`src/rtl/pipeline_ctrl_pkg.sv`:
```
// Shared encodings for the MIPS hazard / PC-sequencing controller.
// Optional forwarding build: PIPELINE_CTRL_FORWARDING_EN.
package pipeline_ctrl_pkg;

    typedef enum logic [2:0] {
        PCSRC_PC4    = 3'd0,
        PCSRC_BRANCH = 3'd1,
        PCSRC_JUMP   = 3'd2,
        PCSRC_JR     = 3'd3,
        PCSRC_ILLOP  = 3'd4,
        PCSRC_XADR   = 3'd5
    } pcsrc_e;

    typedef enum logic [1:0] {
        FWD_RF    = 2'd0,
        FWD_EXMEM = 2'd1,
        FWD_MEMWB = 2'd2
    } fwd_e;

    typedef enum logic {
        ST_RUN   = 1'b0,
        ST_STALL = 1'b1
    } state_e;

    localparam logic [31:0] ILLOP_VEC = 32'h8000_0004;
    localparam logic [31:0] XADR_VEC  = 32'h8000_0008;

    // Register $0 never creates a dependency.
    function automatic logic raw_hit(
        input logic       used,
        input logic [4:0] src,
        input logic       wr,
        input logic [4:0] dst
    );
        return used && (src != 5'd0) && wr && (src == dst);
    endfunction

endpackage

```
`src/rtl/pipeline_ctrl_raw_compare.sv`:
```
// Source-vs-destination match of the ID operands against EX and MEM.
// Purely combinational; one hit per operand per stage.
module raw_compare
    import pipeline_ctrl_pkg::*;
(
    input  logic       i_use_rs,
    input  logic       i_use_rt,
    input  logic [4:0] i_rs,
    input  logic [4:0] i_rt,
    input  logic [4:0] i_rd_ex,
    input  logic       i_wr_ex,
    input  logic [4:0] i_rd_mem,
    input  logic       i_wr_mem,
    output logic       o_ex_hit_a,
    output logic       o_mem_hit_a,
    output logic       o_ex_hit_b,
    output logic       o_mem_hit_b
);

    assign o_ex_hit_a  = raw_hit(i_use_rs, i_rs, i_wr_ex,  i_rd_ex);
    assign o_mem_hit_a = raw_hit(i_use_rs, i_rs, i_wr_mem, i_rd_mem);
    assign o_ex_hit_b  = raw_hit(i_use_rt, i_rt, i_wr_ex,  i_rd_ex);
    assign o_mem_hit_b = raw_hit(i_use_rt, i_rt, i_wr_mem, i_rd_mem);

endmodule

```
`src/rtl/pipeline_ctrl.sv`:
```
// Hazard, forwarding and PC-source controller beside the ID stage.
// Define PIPELINE_CTRL_FORWARDING_EN for bypass paths + load-use stall.
module pipeline_ctrl
    import pipeline_ctrl_pkg::*;
#(
    parameter logic [31:0] ILLOP_ADDR = ILLOP_VEC,
    parameter logic [31:0] XADR_ADDR  = XADR_VEC
) (
    input  logic        clk,
    input  logic        reset,
    input  logic [4:0]  rs_id,
    input  logic [4:0]  rt_id,
    input  logic        use_rs_id,
    input  logic        use_rt_id,
    input  logic        jump_id,
    input  logic        jr_id,
    input  logic        illop_id,
    input  logic [31:0] pc_id,
    input  logic [4:0]  rd_ex,
    input  logic        regwrite_ex,
    input  logic        memread_ex,
    input  logic        branch_taken_ex,
    input  logic [4:0]  rd_mem,
    input  logic        regwrite_mem,
    input  logic        irq,
    output logic [2:0]  pcsrc,
    output logic        stall,
    output logic        flush_if_id,
    output logic        flush_id_ex,
    output logic [1:0]  fwd_a,
    output logic [1:0]  fwd_b,
    output logic        exc_save,
    output logic        irq_pending
);

    logic       w_ex_a;
    logic       w_mem_a;
    logic       w_ex_b;
    logic       w_mem_b;
    logic [1:0] w_need;
    logic       w_unused;

    state_e     r_state;
    logic [1:0] r_stall_cnt;
    logic       r_irq_pending;

    raw_compare u_raw (
        .i_use_rs    (use_rs_id),
        .i_use_rt    (use_rt_id),
        .i_rs        (rs_id),
        .i_rt        (rt_id),
        .i_rd_ex     (rd_ex),
        .i_wr_ex     (regwrite_ex),
        .i_rd_mem    (rd_mem),
        .i_wr_mem    (regwrite_mem),
        .o_ex_hit_a  (w_ex_a),
        .o_mem_hit_a (w_mem_a),
        .o_ex_hit_b  (w_ex_b),
        .o_mem_hit_b (w_mem_b)
    );

`ifdef PIPELINE_CTRL_FORWARDING_EN
    assign w_need = (memread_ex && (w_ex_a || w_ex_b)) ? 2'd1 : 2'd0;
    assign w_unused = ^{pc_id[30:0], ILLOP_ADDR, XADR_ADDR};
`else
    // Write-first regfile: only EX and MEM producers are hazards.
    assign w_need = (w_ex_a || w_ex_b)   ? 2'd2 :
                    (w_mem_a || w_mem_b) ? 2'd1 : 2'd0;
    assign w_unused = ^{pc_id[30:0], ILLOP_ADDR, XADR_ADDR, memread_ex};
`endif

    logic w_branch;
    logic w_take_irq;
    logic w_preempt;
    logic w_stall;
    logic w_ev_jr;
    logic w_ev_j;

    assign w_branch   = branch_taken_ex && !illop_id;
    assign w_take_irq = r_irq_pending && !pc_id[31]
                        && !illop_id && !branch_taken_ex;
    assign w_preempt  = illop_id || branch_taken_ex || w_take_irq;
    assign w_stall    = ((r_state == ST_STALL) || (w_need != 2'd0))
                        && !w_preempt;
    assign w_ev_jr    = jr_id && !w_preempt && !w_stall;
    assign w_ev_j     = jump_id && !jr_id && !w_preempt && !w_stall;

    always_comb begin
        pcsrc       = PCSRC_PC4;
        stall       = 1'b0;
        flush_if_id = 1'b0;
        flush_id_ex = 1'b0;
        exc_save    = 1'b0;
        if (!reset) begin
            unique case (1'b1)
                illop_id: begin
                    pcsrc       = PCSRC_ILLOP;
                    flush_if_id = 1'b1;
                    exc_save    = 1'b1;
                end
                w_branch: begin
                    pcsrc       = PCSRC_BRANCH;
                    flush_if_id = 1'b1;
                    flush_id_ex = 1'b1;
                end
                w_take_irq: begin
                    pcsrc       = PCSRC_XADR;
                    flush_if_id = 1'b1;
                    flush_id_ex = 1'b1;
                    exc_save    = 1'b1;
                end
                w_stall: begin
                    stall = 1'b1;
                end
                w_ev_jr: begin
                    pcsrc       = PCSRC_JR;
                    flush_if_id = 1'b1;
                end
                w_ev_j: begin
                    pcsrc       = PCSRC_JUMP;
                    flush_if_id = 1'b1;
                end
                default: begin
                    pcsrc = PCSRC_PC4;
                end
            endcase
        end
    end

`ifdef PIPELINE_CTRL_FORWARDING_EN
    always_comb begin
        fwd_a = FWD_RF;
        fwd_b = FWD_RF;
        if (!reset) begin
            if (w_ex_a)       fwd_a = FWD_EXMEM;
            else if (w_mem_a) fwd_a = FWD_MEMWB;
            if (w_ex_b)       fwd_b = FWD_EXMEM;
            else if (w_mem_b) fwd_b = FWD_MEMWB;
        end
    end
`else
    assign fwd_a = FWD_RF;
    assign fwd_b = FWD_RF;
`endif

    assign irq_pending = r_irq_pending;

    always_ff @(posedge clk) begin
        if (reset) begin
            r_state       <= ST_RUN;
            r_stall_cnt   <= 2'd0;
            r_irq_pending <= 1'b0;
        end else begin
            r_irq_pending <= (r_irq_pending && !w_take_irq) || irq;
            unique case (r_state)
                ST_RUN: begin
                    if (!w_preempt && (w_need > 2'd1)) begin
                        r_state     <= ST_STALL;
                        r_stall_cnt <= w_need;
                    end
                end
                ST_STALL: begin
                    // Leaving when the count would reach 1.
                    if (w_preempt || (r_stall_cnt <= 2'd2)) begin
                        r_state     <= ST_RUN;
                        r_stall_cnt <= 2'd0;
                    end else begin
                        r_stall_cnt <= r_stall_cnt - 2'd1;
                    end
                end
                default: begin
                    r_state     <= ST_RUN;
                    r_stall_cnt <= 2'd0;
                end
            endcase
        end
    end

endmodule

```
`config.mk`:
```
export PLATFORM = sky130hd
export DESIGN_NAME = pipeline_ctrl
export DESIGN_NICKNAME = d
export VERILOG_FILES = /design/src/rtl/pipeline_ctrl_pkg.sv /design/src/rtl/pipeline_ctrl_raw_compare.sv /design/src/rtl/pipeline_ctrl.sv
export SDC_FILE = /design/constraint.sdc
export NUM_CORES = 1
export LEC_CHECK = 0
export CAP_MARGIN = 10
export CORE_ASPECT_RATIO = 1.4
export CORE_MARGIN = 2
export CORE_UTILIZATION = 28
export DETAILED_ROUTE_END_ITERATION = 10
export PLACE_DENSITY = 0.91
export SYNTH_ARGS = -nofsm -noshare
export SYNTH_HDL_FRONTEND = slang
export SYNTH_SLANG_ARGS = --single-unit
```
`constraint.sdc`:
```
create_clock -name clk -period 3.8 [get_ports clk]
set_clock_uncertainty 0.15 [all_clocks]
set_input_delay 0.76 -clock clk [delete_from_list [all_inputs] [get_ports clk]]
set_output_delay 0.76 -clock clk [all_outputs]
set_load 0.005 [all_outputs]
```
Word-level counts from Yosys, hierarchy flattened:

Index checks and enable logic that the tools add are counted.

* flip-flop bits (word level): 4
* input bits: 64
* output and inout bits: 12
* logic and storage cells: 72

* add/sub/neg operators: 1
* $lt $le $gt $ge: 2
* eq/ne operators: 5
* mux-type cells: 18
* bitwise logic cells: 1
* reduce and logical (&&, ||, !) cells: 42

Operator list (count)
* 1-bit logical AND: 22
* 5-bit == test: 4
* 3-bit case mux with 5 select lines: 1
* 1-bit 2-to-1 mux: 11
* 5-bit nonzero test: 2
* 1-bit logical NOT: 7
* 1-bit logical OR: 7
* 2-bit 2-to-1 mux: 3
* 5-bit OR reduction: 1
* 2-bit case mux with 2 select lines: 1
* 2-bit OR reduction: 2
* 3-bit 2-to-1 mux: 1
* 2-bit by 1-bit greater-than comparator with 1-bit output, second input constant: 1
* 2-bit <= comparator, second input constant: 1
* 2-bit != test, second input constant: 1
* 1-bit case mux with 2 select lines: 1
* 2-bit nonzero test: 1
* 2-bit by 1-bit subtractor with 2-bit output, second input constant: 1
* 1-bit inverter: 1

Logic depth before layout (Yosys ltp):

Gate-level depths: netlist of the first run.

* word-level depth: 15
* depth in mapped cells: 5
* gate-level depth less buffers: 5

Hierarchy:

Synthesis of the first run repeated with hierarchy kept, for this count alone.

* cells, all modules: 78
* area, all modules: 583.1 um2

By module, submodules not included
* pipeline_ctrl: instances 1, cells each 42, area an instance 315.3 um2, sequential area each 80.1 um2
* raw_compare: instances 1, cells each 36, area an instance 267.8 um2, sequential area each 0.0 um2

Worst setup path after synthesis of the first run:

OpenSTA, ideal clock, no wires.

* path type: input to output
* start point: in rt_id[1]
* end point: out pcsrc[0]
* arrival: 1953 ps
* required time: 2890 ps
* path slack: 937 ps
* stages: 5
* buffers on the path: 0
* path through: or4_4 -> o21ai_2 -> nand4b_4 -> nand2_2 -> o41ai_2

* longest elaborated chain between the ends: 14
* elaborated cells between the ends (all ways): 20
* those cells by class: eq/ne: 2; mux: 4; reduce/logical: 14

Ends and longest elaborated chain
* start, declared: RTL line pipeline_ctrl.sv:12 `input logic [4:0] rt_id,`
* 5-bit nonzero test: RTL line pipeline_ctrl_pkg.sv:35 `return used && (src != 5'd0) && wr && (src == dst);`
* 1-bit logical AND (3 in series): RTL line pipeline_ctrl_pkg.sv:35
* 1-bit logical OR: RTL line pipeline_ctrl.sv:68 `(w_mem_a || w_mem_b) ? 2'd1 : 2'd0;`
* 1-bit 2-to-1 mux: RTL line pipeline_ctrl.sv:68
* 2-bit 2-to-1 mux (*): RTL line pipeline_ctrl.sv:67 `assign w_need = (w_ex_a || w_ex_b) ? 2'd2 :`
* 2-bit nonzero test (*): RTL line pipeline_ctrl.sv:83 `assign w_stall = ((r_state == ST_STALL) || (w_need != 2'd0))`
* 1-bit logical OR (*): RTL line pipeline_ctrl.sv:83
* 1-bit logical AND (*): RTL line pipeline_ctrl.sv:84 `&& !w_preempt;`
* 1-bit logical NOT (*): RTL line pipeline_ctrl.sv:85, pipeline_ctrl.sv:86
* 1-bit logical AND (on tied branches): RTL line pipeline_ctrl.sv:86, pipeline_ctrl.sv:85
* 3-bit case mux with 5 select lines (*): RTL line pipeline_ctrl.sv:95 `unique case (1'b1)`
* 3-bit 2-to-1 mux (*): RTL line pipeline_ctrl.sv:94 `if (!reset) begin`
* end, declared: RTL line pipeline_ctrl.sv:26 `output logic [2:0] pcsrc,`

Every way passes the cells marked *; elsewhere a longest branch is shown, timed or not.

Worst setup path in the final report of the first run:

Same ends and word-level chain as after synthesis.

==> flow_summary.yaml, run 1 <==
layout:
  n_fill_cell: 188
  mostFrequentLayoutCell: "clkdlybuf4s50_1"
  finalNetCount: 198
  syn2layout_area_growth_pct: 81.0
  final_cell_mix: "clkdlybuf4s50_1 (34), xor2_1 (13), nor2_1 (9), buf_4 (9), xnor2_1 (7)"
  layout-drive-gt1-share_pct: 13.7
  antennaDiodeCount: 0
global_route:
  grt_max_degree: 9
  overflow: 0
  grt_pass1_wl_mm: 3.10
  grt_pass1_vias: 776
  grt_usage_pct: 16.7
  antenna_found_initial: 0
critical_path:
  criticalPathCategory: "in -> out"
  crit_required_ps: 2890
  cp_slowest_cell: "or4_4"
  start_kind: "input port"
  slowest_delay_ps: 550
  r2r_cells: 5
  path_cells: "clkdlybuf4s50_1 > or4_4 > o21ai_2 > nand4b_1 > nand2_4 > o41ai_2 > dlygate4sd2_1"
  endpoint_kind: "output pin"
  worstPathArrival_ps: 2730
  crit_fanout: 3
die:
  die_w_um: 43.5
  fp.dieArea_mm2: 0.00258
  core_mm2: 0.00213
  initial_core_util_pct: 28.8
  die_h_um: 59.3
  rows: 20
  ios: 76
power:
  leakagePower_nw: 0.530
  power_per_cell_area_mw_per_mm2: 179
  vdd_drop_max_v: 0.0000704
  p_total_uw: 198
timing:
  fin_crit_ps: 3640
  rsz0062_at_grt: "false"
  slew_viol_final: 0
  max_freq_mhz: 275
  tns_ps: 0
  fin_crit_sh_pct: 95.8
  setup_viol: 0
  timing_hold_violations_final: 0
route:
  wirelength_mm: 2.01
  drt_iter0_drc: 8
  ant_nets: 0
  vias: 784
  route.detailed.drc: 0
  via_per_inst: 5.12
  wl_per_cell_um: 13.1
  firstDrtPassIters: 3
clocking:
  clock_latency_ps: 260
  cts_buffers: 3
  root_buffer: "clkbuf_4"
  cts_tree: "done"
  clkTransAtPathRegs_ps: 50
  cts.sinks: 4
  clk_path_buf_depth: 2
  htreeDepth: 1
logic_synthesis:
  netlist_area_um2: 612
  ys_seq_elements: 4
  netlist_instances: 82
  yosysWarnings: 0
  syn_area_per_cell_um2: 7.46
  yosysUniqueCellTypes: 31
  ys_seq_area_share_pct: 13.1
job:
  maxCapViolCount: 0
min_path:
  hold_class: "reg -> reg"
  hold_depth: 1
place:
  gp_congestion: 0.818
  port_buffers: 39
  dpl.hpwl_mm: 1.78
status:
  outcome: "complete, no violations"
-- metrics by stage --
stage,instance area (um2),std cells,setup slack (ps),hold WS (ps),utilization [%]
global placement,1070,150,-71.0,359,50.5
detailed placement,1070,150,-133,374,50.5
floorplan,623,85,937,345,-
global route,1110,153,62.9,414,52.1
finish,1110,153,158,385,52.1
CTS,1090,153,7.24,384,51.4
-- worst paths after layout --
path	startpoint	to	slack, ps
setup / recovery	rt_id[1]	pcsrc[0]	160
hold / removal	r_stall_cnt[1]$_SDFFE_PP0P_	r_stall_cnt[1]$_SDFFE_PP0P_	380
setup reg to reg	irq_pending$_SDFF_PP0_	r_stall_cnt[0]$_SDFFE_PP0P_	2270
hold reg to reg	r_stall_cnt[1]$_SDFFE_PP0P_	r_stall_cnt[1]$_SDFFE_PP0P_	380
-- power by group --
part           internal [mW]  leakage, nW  switching (mW)
Clock                 0.0358       0.0138          0.0244
Sequential            0.0430       0.0325        0.000974
Combinational         0.0565        0.484          0.0373
Total                  0.135        0.530          0.0628
-- layer usage --
metal | global-route usage (%) | vias to the layer above | wire [um]
li1 | - | 382 | -
met1 | 13.3 | 345 | 626
met2 | 33.5 | 44 | 1170
met3 | 2.13 | 13 | 97
met4 | 14.3 | 0 | 116
met5 | 0 | - | 0
-- layout make-up --
type	instances	area [um2]	share of cell area, %
flip-flops and latches	4	80.1	7.23
clock buffers	3	22.5	2.03
multi-input cells	71	499	45.1
inverters	5	18.8	1.69
repair buffers	48	459	41.5
well taps	22	27.5	2.49
-- state kept, by name, summed over array words and instances, names as in the netlist --
name,cells
irq_pending,1
r_stall_cnt,2
r_state,1
-- repair_timing --
action	in CTS	in global routing
buffers inserted	0	0
hold buffers	0	0
gates resized for setup	3	4
endpoints found under the hold margin	0	0
pin swaps	0	2
endpoints found under the setup margin	3	1
-- cell families after synthesis --
| logic type | share of synthesized area (%) |
|---|---|
| AOI/OAI and AO/OA | 19.4 |
| xor gates and xnor gates | 28.6 |
| adders and majority gates | 2.04 |
| buffers and inverters | 8.59 |
| DFF | 13.1 |
| other | 0.613 |
| and+or+nand+nor | 27.6 |
-- synthesized netlist by cell type (all sizes together) --
master / count / area share [%]
ha: 1 / 2.0
clkbuf: 1 / 0.61
nor2: 9 / 5.5
a221oi: 1 / 1.4
xor2: 13 / 19
o21ba: 1 / 1.6
o211a: 1 / 1.6
nand3: 2 / 1.6
nand4: 1 / 1.0
buf: 4 / 4.9
nor3: 3 / 2.5
dfxtp: 4 / 13
inv: 5 / 3.1
xnor2: 7 / 10
o21ai: 3 / 3.1
a21oi: 4 / 3.3
o22ai: 2 / 2.0
nand2: 7 / 4.7
a41oi: 1 / 1.4
a31oi: 1 / 1.0
or3: 2 / 2.0
o41ai: 1 / 2.7
conb: 1 / 0.61
nand4b: 2 / 5.3
nor4: 3 / 3.1
or4: 1 / 1.8
a211oi: 1 / 1.2
-- critical path, delay by kind of cell --
kind | cells | cell delay [ps]
compound gates | 2 | 450
buf+inv | 2 | 710
simple gates | 3 | 810
(Power assumes the default switching activity.)
==> run 2, diff against run 1 <==
--- a/config.mk
+++ b/config.mk
@@ -5,7 +5,7 @@
 export SDC_FILE = /design/constraint.sdc
 export NUM_CORES = 1
 export LEC_CHECK = 0
-export CAP_MARGIN = 10
+export CAP_MARGIN = 20
 export CORE_ASPECT_RATIO = 1.4
 export CORE_MARGIN = 2
 export CORE_UTILIZATION = 28
==> results of run 2 <==
Same layout as run 1: the final DEF is identical, and so are final timing and power.
==> run 3, diff against run 2 <==
--- a/config.mk
+++ b/config.mk
@@ -6,9 +6,11 @@
 export NUM_CORES = 1
 export LEC_CHECK = 0
 export CAP_MARGIN = 20
+export CELL_PAD_IN_SITES_DETAIL_PLACEMENT = 1
+export CELL_PAD_IN_SITES_GLOBAL_PLACEMENT = 1
 export CORE_ASPECT_RATIO = 1.4
 export CORE_MARGIN = 2
-export CORE_UTILIZATION = 28
+export CORE_UTILIZATION = 17
 export DETAILED_ROUTE_END_ITERATION = 10
 export PLACE_DENSITY = 0.91
 export SYNTH_ARGS = -nofsm -noshare
==> run 3 against run 2 <==
- sequential power barely moved
- final area is 4.7% higher
- via count shrank 2.2%
- non-clock buffer count unchanged
- final cell count rose by 12%
- utilization down 18 points
- combinational power rose by 3.1%
- total power increased by 15%
- sequential share of layout area shrank 0.33 points
- sequential cell count unchanged
- critical path type unchanged
- highest routed layer unchanged
==> flow_summary.yaml, run 3 (same netlist as run 1, synthesis figures left out) <==
die:
  die_w_um: 54.7
  rows: 25
  core_mm2: 0.00341
  ios: 76
  initial_core_util_pct: 17.9
  fp.dieArea_mm2: 0.00410
  die_h_um: 75.0
layout:
  final_util_pct: 34.0
  layout-drive-gt1-share_pct: 16.0
  finalNetCount: 198
  max_flop_register: "r_stall_cnt"
  antennaDiodeCount: 0
  mostFrequentLayoutCell: "clkdlybuf4s50_1"
  syn2layout_area_growth_pct: 89.6
  largest_reg_flops: 2
  instances_no_fill: 171
  final_cell_mix: "clkdlybuf4s50_1 (36), xor2_1 (13), nor2_1 (9), buf_4 (9), xnor2_1 (7)"
place:
  port_buffers: 39
  pre_cts_ws_ps: -116
  gp_congestion: 0.786
  place_inst: 168
  dpl.hpwl_mm: 1.90
timing:
  tns_ps: 0
  fin_crit_sh_pct: 98.0
  rsz0062_at_grt: "true"
  max_freq_mhz: 268
  finalWorstSetupSlack_ps: 74.2
  fin_crit_ps: 3730
  slew_viol_final: 0
  timing_hold_violations_final: 0
  setup_viol: 0
route:
  firstDrtPassIters: 3
  wl_per_cell_um: 12.4
  route.detailed.drc: 0
  vias: 767
  wirelength_mm: 2.13
  via_per_inst: 4.49
  ant_nets: 0
  drt_iter0_drc: 2
critical_path:
  crit_path_start: "rt_id[2]"
  crit_fanout: 3
  criticalPathCategory: "in -> out"
  worstPathArrival_ps: 2820
  endpoint_kind: "output pin"
  start_kind: "input port"
  crit_required_ps: 2890
  r2r-start: "irq_pending$_SDFF_PP0_"
power:
  power_per_cell_area_mw_per_mm2: 197
  leakagePower_nw: 0.528
  p_total_uw: 228
  vdd_drop_max_v: 0.0000894
global_route:
  grt_pass1_wl_mm: 3.35
  antenna_found_initial: 0
  grt_max_degree: 9
  grt_pass1_vias: 792
  grt_usage_pct: 11.5
  overflow: 0
clocking:
  root_buffer: "clkbuf_8"
  clkTransAtPathRegs_ps: 30
  cts_post_setup_buffers_inserted: 0
  htreeDepth: 1
  clock_latency_ps: 210
  cts_tree: "done"
  cts.sinks: 4
  clk_path_buf_depth: 2
  ctsHoldBuffers: 0
  cts_buffers: 3
status:
  outcome: "complete, no violations"
min_path:
  min_from: "r_stall_cnt[1]$_SDFFE_PP0P_"
  hold_class: "reg -> reg"
job:
  maxCapViolCount: 0
==> run 3: changes by cell type in the layout (fill, tap and decap cells not counted) <==
| cell | delta |
|---|---|
| clkbuf_4 | -3 |
| clkbuf_8 | +3 |
| clkdlybuf4s50_1 | +2 |
| nor4_1 | -2 |
| nor4_2 | +2 |
| dlygate4sd2_1 | -1 |
| dlymetal6s2s_1 | -1 |
| nand2_2 | +1 |
| nand2_4 | -1 |
| nor3_1 | -1 |
| nor3_2 | +1 |
==> run 3: final cells by class <==
type,count,area (um2)
Timing Repair Buffer,48,458
Inverter,5,18.8
Clock buffer,3,41.3
Multi-Input combinational cell,71,512
Tap cell,40,50.0
Sequential cell,4,80.1
Fill cell,401,2250
==> run 3: where the power goes <==
part,switching (mW),internal (mW),leakage [nW]
combinational,0.0395,0.0572,0.474
clock,0.0201,0.0673,0.0216
sequential,0.00104,0.0432,0.0325
==> run 3: path summary, 6_finish.rpt <==
path                                 endpoint  slack, ps  cells after the start
hold reg to reg   r_stall_cnt[1]$_SDFFE_PP0P_        390                      1
hold / removal    r_stall_cnt[1]$_SDFFE_PP0P_        390                      1
setup / recovery                        stall         70                      9
setup reg to reg  r_stall_cnt[1]$_SDFFE_PP0P_       2390                      5
==> run 3: repair_timing <==
item,CTS,global route
endpoints found under the setup margin,2,2
pin swaps,0,1
gates resized for setup,3,4
==> run 3: stage by stage <==
stage | hold slack [ps] | area (um2)
3_3_place_gp | 359 | 1100
4_1_cts | 394 | 1140
3_5_place_dp | 389 | 1100
5_1_grt | 422 | 1160
2_1_floorplan | 345 | 623
6_report | 386 | 1160
==> run 3: critical path: stages <==
cell,delay (ps)
clkdlybuf4s50_1,420
buf_4,150
xor2_1,170
nor4_2,290
buf_4,160
nand4b_4,100
nand2_2,120
o21ba_1,140
clkdlybuf4s50_1,500
==> run 3: per-layer routing <==
metal | GRT usage [%] | routed length [um] | vias up
met1 | 11.7 | 794 | 337
met2 | 20.9 | 1110 | 44
met4 | 7.78 | 71 | 0
li1 | - | - | 380
met3 | 1.39 | 152 | 6
met5 | 0 | 0 | -
